### src/rtl/amba_axi_pkg.sv
// AXI4 channel bundles, ID type and burst/size/response encodings shared by
// the AXI managers and subordinates on the core-side interconnect.
package amba_axi_pkg;

   localparam int AXI_ADDR_W = 32;
   localparam int AXI_DATA_W = 32;
   localparam int AXI_ID_W   = 4;

   typedef logic [AXI_ID_W-1:0]     axi_tid_t;
   typedef logic [AXI_ADDR_W-1:0]   axi_addr_t;
   typedef logic [AXI_DATA_W-1:0]   axi_data_t;
   typedef logic [AXI_DATA_W/8-1:0] axi_strb_t;

   localparam logic [1:0] AXI_BURST_FIXED = 2'b00;
   localparam logic [1:0] AXI_BURST_INCR  = 2'b01;
   localparam logic [1:0] AXI_BURST_WRAP  = 2'b10;

   localparam logic [2:0] AXI_SIZE_1B = 3'b000;
   localparam logic [2:0] AXI_SIZE_2B = 3'b001;
   localparam logic [2:0] AXI_SIZE_4B = 3'b010;
   localparam logic [2:0] AXI_SIZE_8B = 3'b011;

   localparam logic [1:0] AXI_RESP_OKAY   = 2'b00;
   localparam logic [1:0] AXI_RESP_EXOKAY = 2'b01;
   localparam logic [1:0] AXI_RESP_SLVERR = 2'b10;
   localparam logic [1:0] AXI_RESP_DECERR = 2'b11;

   typedef struct packed {
      axi_tid_t   awid;
      axi_addr_t  awaddr;
      logic [7:0] awlen;
      logic [2:0] awsize;
      logic [1:0] awburst;
      logic       awlock;
      logic [3:0] awcache;
      logic [2:0] awprot;
      logic       awvalid;
      axi_data_t  wdata;
      axi_strb_t  wstrb;
      logic       wlast;
      logic       wvalid;
      logic       bready;
      axi_tid_t   arid;
      axi_addr_t  araddr;
      logic [7:0] arlen;
      logic [2:0] arsize;
      logic [1:0] arburst;
      logic       arlock;
      logic [3:0] arcache;
      logic [2:0] arprot;
      logic       arvalid;
      logic       rready;
   } s_axi_mosi_t;

   typedef struct packed {
      logic       awready;
      logic       wready;
      axi_tid_t   bid;
      logic [1:0] bresp;
      logic       bvalid;
      logic       arready;
      axi_tid_t   rid;
      axi_data_t  rdata;
      logic [1:0] rresp;
      logic       rlast;
      logic       rvalid;
   } s_axi_miso_t;

endpackage

### src/rtl/axi_lite_initiator.sv
// Single-outstanding AXI4 manager: one request becomes one single-beat read or write.
// Response is a registered one-cycle pulse (>=3 cycles with zero-wait responders); req_ready only in IDLE.
module axi_lite_initiator
   import amba_axi_pkg::*;
#(
   parameter axi_tid_t AXI_ID   = '0,
   parameter bit       CHECK_ID = 1'b1
) (
   input  logic        clk,
   input  logic        rst,
   output s_axi_mosi_t axi_mosi,
   input  s_axi_miso_t axi_miso,
   input  logic        req_valid,
   output logic        req_ready,
   input  logic        req_we,
   input  logic [31:0] req_addr,
   input  logic [31:0] req_wdata,
   input  logic [3:0]  req_wstrb,
   output logic        resp_valid,
   output logic [31:0] resp_rdata,
   output logic        resp_error
);

   typedef enum logic [2:0] {
      ST_IDLE,
      ST_WR,
      ST_WR_RESP,
      ST_RD_ADDR,
      ST_RD_DATA
   } state_t;

   state_t      state;
   state_t      state_nxt;
   logic [31:0] addr_q;
   logic [31:0] wdata_q;
   logic [3:0]  wstrb_q;
   logic        aw_done;
   logic        w_done;
   logic        aw_done_nxt;
   logic        w_done_nxt;
   logic        resp_valid_nxt;
   logic        resp_error_nxt;
   logic [31:0] resp_rdata_nxt;
   logic        accept;
   logic        aw_hs;
   logic        w_hs;
   logic        bid_bad;
   logic        rid_bad;
   logic        unused_miso_bits;

   // rlast is meaningless for single-beat reads; only bit 1 of a response marks an error.
   assign unused_miso_bits = ^{axi_miso.rlast, axi_miso.bresp[0], axi_miso.rresp[0]};

   assign req_ready = (state == ST_IDLE);
   assign accept    = req_valid && req_ready;
   assign aw_hs     = axi_mosi.awvalid && axi_miso.awready;
   assign w_hs      = axi_mosi.wvalid && axi_miso.wready;
   assign bid_bad   = CHECK_ID && (axi_miso.bid != AXI_ID);
   assign rid_bad   = CHECK_ID && (axi_miso.rid != AXI_ID);

   always_comb begin
      axi_mosi         = '0;
      axi_mosi.awid    = AXI_ID;
      axi_mosi.awaddr  = addr_q;
      axi_mosi.awlen   = 8'd0;
      axi_mosi.awsize  = AXI_SIZE_4B;
      axi_mosi.awburst = AXI_BURST_INCR;
      axi_mosi.awvalid = (state == ST_WR) && !aw_done;
      axi_mosi.wdata   = wdata_q;
      axi_mosi.wstrb   = wstrb_q;
      axi_mosi.wlast   = 1'b1;
      axi_mosi.wvalid  = (state == ST_WR) && !w_done;
      axi_mosi.bready  = (state == ST_WR_RESP);
      axi_mosi.arid    = AXI_ID;
      axi_mosi.araddr  = addr_q;
      axi_mosi.arlen   = 8'd0;
      axi_mosi.arsize  = AXI_SIZE_4B;
      axi_mosi.arburst = AXI_BURST_INCR;
      axi_mosi.arvalid = (state == ST_RD_ADDR);
      axi_mosi.rready  = (state == ST_RD_DATA);
   end

   always_comb begin
      state_nxt      = state;
      aw_done_nxt    = aw_done;
      w_done_nxt     = w_done;
      resp_valid_nxt = 1'b0;
      resp_error_nxt = 1'b0;
      resp_rdata_nxt = resp_rdata;
      unique case (state)
         ST_IDLE: begin
            if (req_valid) begin
               state_nxt   = req_we ? ST_WR : ST_RD_ADDR;
               aw_done_nxt = 1'b0;
               w_done_nxt  = 1'b0;
            end
         end
         ST_WR: begin
            // AW and W complete independently; leave once both have, including this cycle.
            if (aw_hs) aw_done_nxt = 1'b1;
            if (w_hs)  w_done_nxt  = 1'b1;
            if (aw_done_nxt && w_done_nxt) state_nxt = ST_WR_RESP;
         end
         ST_WR_RESP: begin
            if (axi_miso.bvalid) begin
               resp_valid_nxt = 1'b1;
               resp_error_nxt = axi_miso.bresp[1] | bid_bad;
               resp_rdata_nxt = '0;
               state_nxt      = ST_IDLE;
            end
         end
         ST_RD_ADDR: begin
            if (axi_miso.arready) state_nxt = ST_RD_DATA;
         end
         ST_RD_DATA: begin
            if (axi_miso.rvalid) begin
               resp_valid_nxt = 1'b1;
               resp_error_nxt = axi_miso.rresp[1] | rid_bad;
               resp_rdata_nxt = axi_miso.rdata;
               state_nxt      = ST_IDLE;
            end
         end
         default: state_nxt = ST_IDLE;
      endcase
   end

   always_ff @(posedge clk) begin
      if (rst) begin
         state      <= ST_IDLE;
         aw_done    <= 1'b0;
         w_done     <= 1'b0;
         addr_q     <= '0;
         wdata_q    <= '0;
         wstrb_q    <= '0;
         resp_valid <= 1'b0;
         resp_error <= 1'b0;
         resp_rdata <= '0;
      end else begin
         state      <= state_nxt;
         aw_done    <= aw_done_nxt;
         w_done     <= w_done_nxt;
         resp_valid <= resp_valid_nxt;
         resp_error <= resp_error_nxt;
         resp_rdata <= resp_rdata_nxt;
         // Payload only moves in IDLE, so it is stable for as long as any valid is high.
         if (accept) begin
            addr_q  <= req_addr;
            wdata_q <= req_wdata;
            wstrb_q <= req_wstrb;
         end
      end
   end

endmodule

### config.mk
export PLATFORM = sky130hd
export DESIGN_NAME = axi_lite_initiator
export DESIGN_NICKNAME = d
export VERILOG_FILES = /design/src/rtl/amba_axi_pkg.sv /design/src/rtl/axi_lite_initiator.sv
export SDC_FILE = /design/constraint.sdc
export NUM_CORES = 1
export LEC_CHECK = 0
export ABC_AREA = 1
export BUFFER_PORTS_ARGS = -buffer_cell sky130_fd_sc_hd__buf_2
export CORE_AREA = 3 3 122 124
export CTS_CLUSTER_SIZE = 14
export DETAILED_ROUTE_END_ITERATION = 10
export DIE_AREA = 0 0 125 127
export GPL_TIMING_DRIVEN = 0
export PLACE_DENSITY = 0.67
export SETUP_SLACK_MARGIN = 0.05
export SYNTH_ARGS = -nofsm -noshare
export SYNTH_HDL_FRONTEND = slang
export SYNTH_SLANG_ARGS = --single-unit
### constraint.sdc
create_clock -name clk -period 1.3 [get_ports clk]
set_input_delay 0.13 -clock clk [delete_from_list [all_inputs] [get_ports clk]]
set_output_delay 0.13 -clock clk [all_outputs]
set_load 0.02 [all_outputs]
Word-level counts from Yosys, hierarchy flattened:

Cells that the tools add are included.

* reduce and logical (&&, ||, !) cells: 16
* equal/unequal tests: 9
* mux-type cells: 23
* bitwise operators: 2

Operators with widths (number)
* $mux W32: 2
* $pmux W32 S2: 1
* $mux W3: 5
* $pmux W3 S5: 1
* $mux W1: 9
* $ne A2 B1 Y1 const B: 4
* $pmux W1 S2: 4
* $reduce_bool A4 Y1: 2
* $eq A3 B2 Y1 const B: 2
* $logic_and A1 B1 Y1: 6
* $reduce_and A5 Y1: 1
* $reduce_bool A2 Y1: 2
* $eq A3 B1 Y1 const B: 1
* $eq A3 B3 Y1 const B: 1
* $logic_not A3 Y1: 1
* $reduce_and A3 Y1: 1
* $logic_not A1 Y1: 2
* $mux W2: 1
* $ne A2 B2 Y1 const B: 1
* $or A1 B1 Y1: 2
* $reduce_and A2 Y1: 1

* input bits: 122
* flip-flop bits (word level): 107

Longest topological paths before layout:

Gate-level depths: netlist (run 1).

* depth in word-level cells: 8
* mapped depth: 9
* gate-level depth less buffers: 8

Least setup slack after synthesis (run 1):

Ideal clock, no wire load.

* path kind: reg2reg
* start point: register state[0]
* end point: register resp_rdata[22]
* required time: 1.168 ns
* slack: -0.259 ns
* buffers on the path: 2
* clock period less this slack: 1.559 ns
* setup time: 0.132 ns
* arrival time: 1.426 ns
* cell stages (with the launch flop): 9
* path through: dfxtp_1 -> buf_2 -> nor3_2 -> nand2_1 -> o21ai_0 -> inv_2 -> buf_2 -> nand2_1 -> a21oi_1

RTL lines
* from (decl): RTL line axi_lite_initiator.sv:32 `state_t state;`
* from (signal assigned): RTL line axi_lite_initiator.sv:139 `state <= state_nxt;`
* to (signal assigned): RTL line axi_lite_initiator.sv:144 `resp_rdata <= resp_rdata_nxt;`
* to (decl): RTL line axi_lite_initiator.sv:20 `output logic [31:0] resp_rdata,`

Worst setup path in the final report (run 1):

* start point: register state[2]
* end point: register addr_q[17]

* longest elaborated chain between the ends: 2

Ends and longest elaborated chain
* $logic_not A3 Y1: RTL line axi_lite_initiator.sv:54 `assign req_ready = (state == ST_IDLE);`
* $logic_and A1 B1 Y1: RTL line axi_lite_initiator.sv:55 `assign accept = req_valid && req_ready;`
* to (signal assigned): RTL line axi_lite_initiator.sv:147 `addr_q <= req_addr;`
* to (decl): RTL line axi_lite_initiator.sv:34 `logic [31:0] addr_q;`

No other way between the ends.
A chain may end at the register's enable or synchronous reset.

==> results.md, run 1 <==
Run status:
- The run finished, with violations left.
- The final reports fail on setup timing.

Timing:
- After layout, the worst path uses 111% of the clock period.
- Setup violations remaining at the end of the flow were counted as 89.
- In the final timing run, aggregate negative setup slack is -7.77 ns.
- Setup repair after global routing could not meet its margin everywhere.
- At the pin with the least slew margin, the transition time is slightly above 0.7 ns.
- The number of hold violations in the final report was 0.
- The peak clock frequency supported by timing is 691 MHz.
- Measured against its own limit, the worst slew margin works out to 52.6%.
- The count of final max-slew check failures is 0.
- The setup slack after layout is -0.147 ns.
- The shortest period the worst path allows is 1.45 ns.
- The setup clock skew after layout is around 0.0095 ns.

Worst setup path:
- The peak per-stage delay on the critical path is 0.38 ns.
- The slack of the worst reg-to-reg path is -0.15 ns.
- The critical path contains buffers and inverters numbering 4 combined.
- The critical path is of the reg2reg type.
- STA puts the critical path data arrival time at between 1.5 and 2 ns.
- For the worst flop-to-flop path, the logic depth is 9.
- The worst register-to-register path begins at state[2].
- The required time of the critical path is 1.56 ns.
- The cell with the biggest individual delay on the critical path is sky130_fd_sc_hd__dfxtp_4.
- The signal on the critical path passes through nor2_4, inv_4, nor2_8, nand2_8, clkinv_8, buf_12, clkbuf_16, nand2_2, a21oi_1.
- The worst setup path is captured at a register.
- Along the worst path, the maximum fanout reaches 8.
- The kind of cell adding the most delay to the critical path is buffers and inverters.
- STA classifies the critical path startpoint as a register.
- The worst register-to-register path ends at addr_q[17].

Place:
- The count of buffers added on input and output ports is 258.
- The sum of net half-perimeters after detailed placement is roughly 11000 microns.
- After detailed placement, the design holds a cell count of 1079.
- In this run the cell area measured after placement is 0.00626 sq mm.
- The final estimated routing congestion in global placement is 0.759.

Finish:
- The net count of the finished layout is 1054.
- The finished layout holds 1117 standard cells, fillers aside.
- The most frequent standard cell in the layout excluding fill and tap cells is sky130_fd_sc_hd__buf_2.
- Compared with the post-synthesis result, the final layout area differs by 61.2%.
- Summing all non-filler instances in the final layout gives an area of 0.00727 sq mm.
- The share of cells above drive strength 1 is 53.4%.
- The library cells used most frequently in the layout, excluding fill and tap cells, are sky130_fd_sc_hd__buf_2 (256), sky130_fd_sc_hd__nand2_1 (169), sky130_fd_sc_hd__dfxtp_1 (104), sky130_fd_sc_hd__buf_4 (102), sky130_fd_sc_hd__a21oi_1 (71).
- The number of inserted filler cells in the final layout is 1427.
- 0 antenna diodes ended up in the layout.

Synthesis:
- After synthesis, the largest family of logic cells by area is simple AND/OR/NAND/NOR gates.
- The share of synthesized cell area in full adder, half adder and majority cells is 0%.
- The cell count after synthesis is 592.
- The count of state elements after synthesis is 107.
- The sequential share of the synthesized area is 47.5%.
- The post-synthesis share of cell area spent on and, or, nand and nor gates is 22.0%.
- The post-synthesis async set-or-reset flop share is 0%.
- The count of flip-flops with a built-in enable after synthesis is 0.
- A synthesized cell averages 7.62 sq um.
- The count of distinct cell types in the synthesized netlist is 22.
- The share of cell area taken by muxes after synthesis is 0%.
- The Yosys step of the flow raised 0 warnings.
- The synthesized-area fraction occupied by ao, oa, aoi and oai cells is roughly 12%.
- The synthesized netlist devotes 0% of its cell area to XOR and XNOR gates.
- Summing every instance area after synthesis gives 0.00451 sq mm.
- The primary flip-flop cell chosen by synthesis mapping is sky130_fd_sc_hd__dfxtp_1.

Global route:
- The first global-routing pass estimated 21500 microns of wire.
- Entering global routing, the biggest net connects 18 pins.
- The number of antenna violations at the first check in global routing is 0.
- The via count of the first global-routing pass came to 4153.
- Summed over all layers, the global routing overflow is 0.
- The global router's overall resource usage is 16.5%.

CTS:
- The tree is rooted in a sky130_fd_sc_hd__clkbuf_16.
- Clock-pin slew was measured on the worst setup and hold paths at 0.07 ns.
- Clock latency on the worst-skew pair, taken at its later pin, is 0.34 ns.
- Clock tree synthesis inserted a total of 9 buffers.
- For this design, the sink count on the clock tree is between 100 and 150.
- The maximum clock insertion buffer count is 2.
- The H-tree was split into 3 levels.
- TritonCTS built the clock tree.
- The total of hold buffers inserted after clock tree synthesis is 0.

Die:
- The die is ~130 microns tall.
- The cell row count is between 40 and 50.
- The die outline area is 0.0159 sq mm.
- The core region is between 0.01 and 0.015 sq mm.
- The horizontal extent of the die is 125 microns.
- The count of boundary I/O pins is 313.
- The starting density of the core is 32.5%.

Worst hold path:
- The startpoint of the tightest hold check path is axi_miso[13].
- The worst hold path was traced through 3 stages.
- The endpoint of the worst hold path is resp_rdata[9].
- The class of the worst hold path is in2reg.

Routing:
- The remaining routing DRC violations is 0.
- The routed layout has 4743 vias.
- Wires add up to 14800 microns.
- The first TritonRoute pass finished after 4 iterations.
- The iteration-0 DRC count of the detailed router is 164.
- After detailed routing, the average wire length per cell comes to 13.2 microns.
- The via density per instance is 4.25.
- The number of antenna-violating nets in the routed design is 0.

Flow run:
- The tool flagged a number of max-cap violations equal to 0.

Pwr:
- The completed layout was analyzed and its total power is around 13 mW.
- The analysis attributes to cell leakage a power of 3.70 nW.
- The total power per unit cell area is 1840 mW/mm^2.
- The highest ir drop seen on vdd is 0.00136 V.
worst min-delay path: stages:
cell and delay [ns]:
sky130_fd_sc_hd__buf_2 0.09, sky130_fd_sc_hd__nand2_1 0.05, sky130_fd_sc_hd__a21oi_1 0.05
Yosys cell counts, types with 3 or more instances:
master                     instances  area share (%)
sky130_fd_sc_hd__a21oi_1         102              11
sky130_fd_sc_hd__buf_2            17             1.9
sky130_fd_sc_hd__buf_4            83              14
sky130_fd_sc_hd__buf_6             3            0.75
sky130_fd_sc_hd__clkbuf_1         12             1.0
sky130_fd_sc_hd__dfxtp_1         107              48
sky130_fd_sc_hd__inv_1            12             1.0
sky130_fd_sc_hd__inv_2             4            0.33
sky130_fd_sc_hd__nand2_1         215              18
sky130_fd_sc_hd__nand3_1           7            0.78
sky130_fd_sc_hd__nor2_1           15             1.2
cell type report:
| cell class | instances | area, sq um | area share (%) |
|---|---|---|---|
| Buffer | 112 | 851 | 11.7 |
| Clock buffer | 10 | 229 | 3.15 |
| Clock inverter | 6 | 63.8 | 0.878 |
| Inverter | 16 | 85.1 | 1.17 |
| Multi-Input combinational cell | 403 | 2060 | 28.4 |
| Sequential cell | 107 | 2150 | 29.6 |
| Tap cell | 180 | 225 | 3.10 |
| Timing Repair Buffer | 283 | 1600 | 22.0 |
where the power goes:
group,internal (mW),switching [mW],total [mW]
combinational,2.68,3.67,6.36
sequential,3.88,0.425,4.31
clock,1.50,1.21,2.71
total,8.06,5.31,13.4
what timing repair did:
item                       CTS  global route
pin swaps                    5            19
setup endpoints to repair  112           113
cloned                       4             3
resized for setup           43           111
buffers inserted            12             6
worst max path at each step:
stage                     slack, ns  cells after the start  startpoint        endpoint
after detailed placement      -0.29                      7    state[1]      addr_q[10]
after global placement        -0.27                      7    state[1]      addr_q[15]
after global routing          -0.23                      8    state[0]  resp_rdata[22]
after floorplan               -0.06                      8    state[2]  resp_rdata[22]
after CTS                     -0.14                      6    state[1]    axi_mosi[98]
final                         -0.15                      9    state[2]      addr_q[17]
routing by layer:
metal | track usage (%) | wire length [microns] | up-vias
met1 | 21.1 | 6140 | 2153
met3 | 4.39 | 1060 | 14
met4 | 4.78 | 206 | 0
met2 | 27.6 | 7380 | 167
met5 | 0 | 0 | -
li1 | - | - | 2409
kinds of logic after synthesis:
group,count (synthesis)
DFF,107
other,2
buffers and inverters,131
AOI/OAI and AO/OA,104
and+or+nand+nor,248
registers in the layout (all words and copies together) (netlist names):
name        cells
resp_error      1
aw_done         1
wdata_q        32
resp_rdata     32
w_done          1
wstrb_q         4
state           3
addr_q         32
resp_valid      1
through the flow:
stage	hold WS, ns	utilization [%]	setup WS [ns]
after floorplan	0.273	-	-0.0611
after global placement	0.379	45.1	-0.266
after detailed placement	0.382	45.1	-0.287
after CTS	0.00422	48.9	-0.139
after global routing	0.0101	52.4	-0.227
final	0.0253	52.4	-0.147
No activity file was read; power rests on OpenSTA's default activity.
==> run 2: changes to the inputs <==
--- a/config.mk
+++ b/config.mk
@@ -7,12 +7,12 @@
 export LEC_CHECK = 0
 export ABC_AREA = 1
 export BUFFER_PORTS_ARGS = -buffer_cell sky130_fd_sc_hd__buf_2
-export CORE_AREA = 3 3 122 124
+export CORE_AREA = 3 3 119 121
 export CTS_CLUSTER_SIZE = 14
 export DETAILED_ROUTE_END_ITERATION = 10
-export DIE_AREA = 0 0 125 127
+export DIE_AREA = 0 0 122 124
 export GPL_TIMING_DRIVEN = 0
-export PLACE_DENSITY = 0.67
+export PLACE_DENSITY = 0.68
 export SETUP_SLACK_MARGIN = 0.05
 export SYNTH_ARGS = -nofsm -noshare
 export SYNTH_HDL_FRONTEND = slang
==> constraint.sdc (replaced) <==
create_clock -name clk -period 1.5 [get_ports clk]
set_input_delay 0.15 -clock clk [delete_from_list [all_inputs] [get_ports clk]]
set_output_delay 0.15 -clock clk [all_outputs]
set_load 0.02 [all_outputs]
==> results.md, run 2 (synthesis gave the netlist of run 1 again) <==
Run status:
- The flow ran to the end, and the final reports show no timing, DRC or antenna violations.

Worst setup path:
- The slowest stage of the critical path belongs to the cell sky130_fd_sc_hd__dfxtp_4.
- The slack of the worst reg-to-reg path is 0.05 ns.
- STA puts the critical path data arrival time at 1.31 ns.
- STA puts the critical path data required time at approximately 1.4 ns.
- The worst setup path is of the reg2out kind.
- Walking the worst path, the cells encountered are nor2_4, inv_4, nor2_4, inv_2, nor2_2, buf_6.
- The kind of cell adding the most delay to the critical path is flip-flops.
- The peak per-stage delay on the critical path is 0.38 ns.
- Together, buffers and inverters on the worst path number 3.
- The cell that appears most often on the critical path is sky130_fd_sc_hd__nor2_4.
- The top fanout value on the critical path is 6.
- STA classifies the critical path startpoint as a register.
- The worst setup path is captured at an output pin.

CTS:
- The H-tree generated during clock tree synthesis spans 3 levels.
- Clock-pin slew was measured on the worst setup and hold paths at 0.07 ns.
- The clock drives 107 sinks.
- The TritonCTS clock tree is built.
- The maximum clock insertion buffer count is 2.
- The insertion delay of the later-clocked pin in the worst-skew pair is ~0.35 ns.
- The total of hold buffers inserted after clock tree synthesis is 0.
- The number of buffers created by CTS is 9.
- The clock tree root driver cell is sky130_fd_sc_hd__clkbuf_16.

Flow run:
- The number of maximum-capacitance constraint violations is 0.

Pwr:
- The internal power of the cells totals about 7 mW.
- Power spread over the standard cell area amounts to 1630 mW/mm^2.
- For this design the static power due to leakage is about 3.7 nW.
- The highest ir drop seen on vdd is 0.000957 V.
- In this run switching power makes up 38.8% of total power.
- The total design power is 11.6 mW.
- The power spent charging and discharging nets is 4.50 mW.
- The share of total power dissipated in the clock network is 22.5%.
- Per report_power, the sequential group accounts for 32.0% of the total.
- Combinational logic burns 45.5% of the power.

Routing:
- The final layout contains routed wiring with a total length of about 15000 microns.
- The remaining routing DRC violations is 0.
- After the first detailed-routing iteration, the DRC count stood at ~220.
- Summing over every cut layer, the via total after detailed routing is 4700.
- The number of antenna-violating nets in the routed design is 0.
- The first detailed-routing pass took 4 iterations.
- The via density per instance is 4.24.
- In the final routed layout, each cell accounts on average for ~13 microns.

Finish:
- Relative to the synthesized area, the layout overhead comes to 57.9%.
- The count of antenna diodes in the layout is 0.
- In the layout the commonest cells are sky130_fd_sc_hd__buf_2 (258), sky130_fd_sc_hd__nand2_1 (194), sky130_fd_sc_hd__dfxtp_1 (104), sky130_fd_sc_hd__buf_4 (100), sky130_fd_sc_hd__a21oi_1 (79).
- Leaving out fill and tap cells, the most frequent cell in the layout is sky130_fd_sc_hd__buf_2.
- The share of cells above drive strength 1 is 49.4%.
- The number of standard cells in the layout, taps in and fillers out is 1109.
- The largest registers in the layout are addr_q: 32 flops, resp_rdata: 32 flops, wdata_q: 32 flops.
- At the end of the flow the core is filled with cells to 54.0%.
- The area of all placed cells without fillers is slightly above 0.007 sq mm.
- The net count of the finished layout is ~1100.

Timing:
- The number of setup violations in the final report is 0.
- The worst hold-check slack is 0.0382 ns.
- The setup slack after layout is roughly 0.038 ns.
- The slew at the pin with the worst max-slew slack is 0.657 ns.
- The peak clock frequency supported by timing is 684 MHz.
- The number of hold violations in the final report is 0.
- The count of final max-slew check failures is 0.
- Of the available clock period, the critical path in the final layout requires 97.5%.
- Counting I/O delays and the setup requirement, the final critical path takes 1.46 ns.
- For the final database, setup skew stands at ~0.0056 ns.
- The headroom to the max-slew limit is 56.2%.
- The aggregate negative setup slack is 0 ns.
- Setup repair after global routing could not meet its margin everywhere.

Place:
- In this run the cell area measured after placement is 0.00621 sq mm.
- Summed over all nets, the half-perimeter wirelength after detailed placement is 10700 microns.
- At the end of routability-driven placement, the weighted congestion stood at ~0.77.
- The worst-case setup slack after placement is -0.103 ns.
- The instance count after placement with tap cells included is 1075.
- The count of buffers added on input and output ports is 258.

Die:
- In this run the horizontal extent of the chip is 122 microns.
- The initial utilization of the core area, before any placement, comes to 34.2%.
- The count of boundary I/O pins is 313.
- The area inside the core boundary is 0.0132 sq mm.
- The die covers between 0.015 and 0.02 sq mm.
- Measured along the y axis, the die boundary spans 124 microns.
- The floorplan has 42 rows.

Global route:
- The number of antenna violations at the first check in global routing is 0.
- The global-route wire length before repair is around 20000 microns.
- The pin count of the biggest net entering global routing is 19.
- The total overflow reported by the global router is 0.
- The via count of the first global-routing pass was about 4000.
- For this run, the total global-route usage over all layers was measured as 16.8%.

Worst hold path:
- The class of the worst hold path is in2reg.
-- run 2: worst paths after layout --
| path | start | to | depth (start not counted) |
|---|---|---|---|
| hold / removal | req_wdata[14] | wdata_q[14] | 3 |
| setup / recovery | state[1] | axi_mosi[98] | 6 |
| hold reg to reg | resp_rdata[9] | resp_rdata[9] | 2 |
| setup reg to reg | state[1] | resp_rdata[4] | 8 |
-- run 2: what timing repair did --
| item | in CTS | in global routing |
|---|---|---|
| endpoints found under the setup margin | 103 | 95 |
| pin swaps | 3 | 11 |
| buffers inserted | 4 | 8 |
| resized for setup | 16 | 111 |
| cloned | 0 | 7 |
-- run 2: area by class of cell --
class                      count  area (sq um)
timing repair buffer         276          1520
buffer                       114           863
tap                          176           220
clock buffer                  10           239
inverter                      16          80.1
sequential                   107          2150
fill                        1290          6070
multi-input combinational    403          1950
timing repair inverter         1          7.51
clock inverter                 6          96.3
-- run 2: per-layer routing --
metal	GRT usage, %	wire length, microns
met4	4.20	210
met1	19.8	5860
met3	6.54	1210
met2	28.6	7220
met5	0	0
-- run 2: power groups by stage --
stage	combinational (mW)	sequential [mW]	clock (mW)
global route	5.71	3.79	2.80
global placement	4.23	3.73	0
finish	5.28	3.72	2.61
detailed placement	4.24	3.73	0
floorplan	2.37	4.25	0
CTS	4.44	3.69	2.69
-- run 2: worst register-to-register path: stages, from the launching register on --
cell and delay (ns):
sky130_fd_sc_hd__dfxtp_4 0.40, sky130_fd_sc_hd__inv_1 0.06, sky130_fd_sc_hd__nor2_2 0.11, sky130_fd_sc_hd__nand2_2 0.09
sky130_fd_sc_hd__o21ai_4 0.21, sky130_fd_sc_hd__clkinvlp_4 0.17, sky130_fd_sc_hd__buf_6 0.16, sky130_fd_sc_hd__nand2_2 0.07
sky130_fd_sc_hd__a21oi_2 0.05
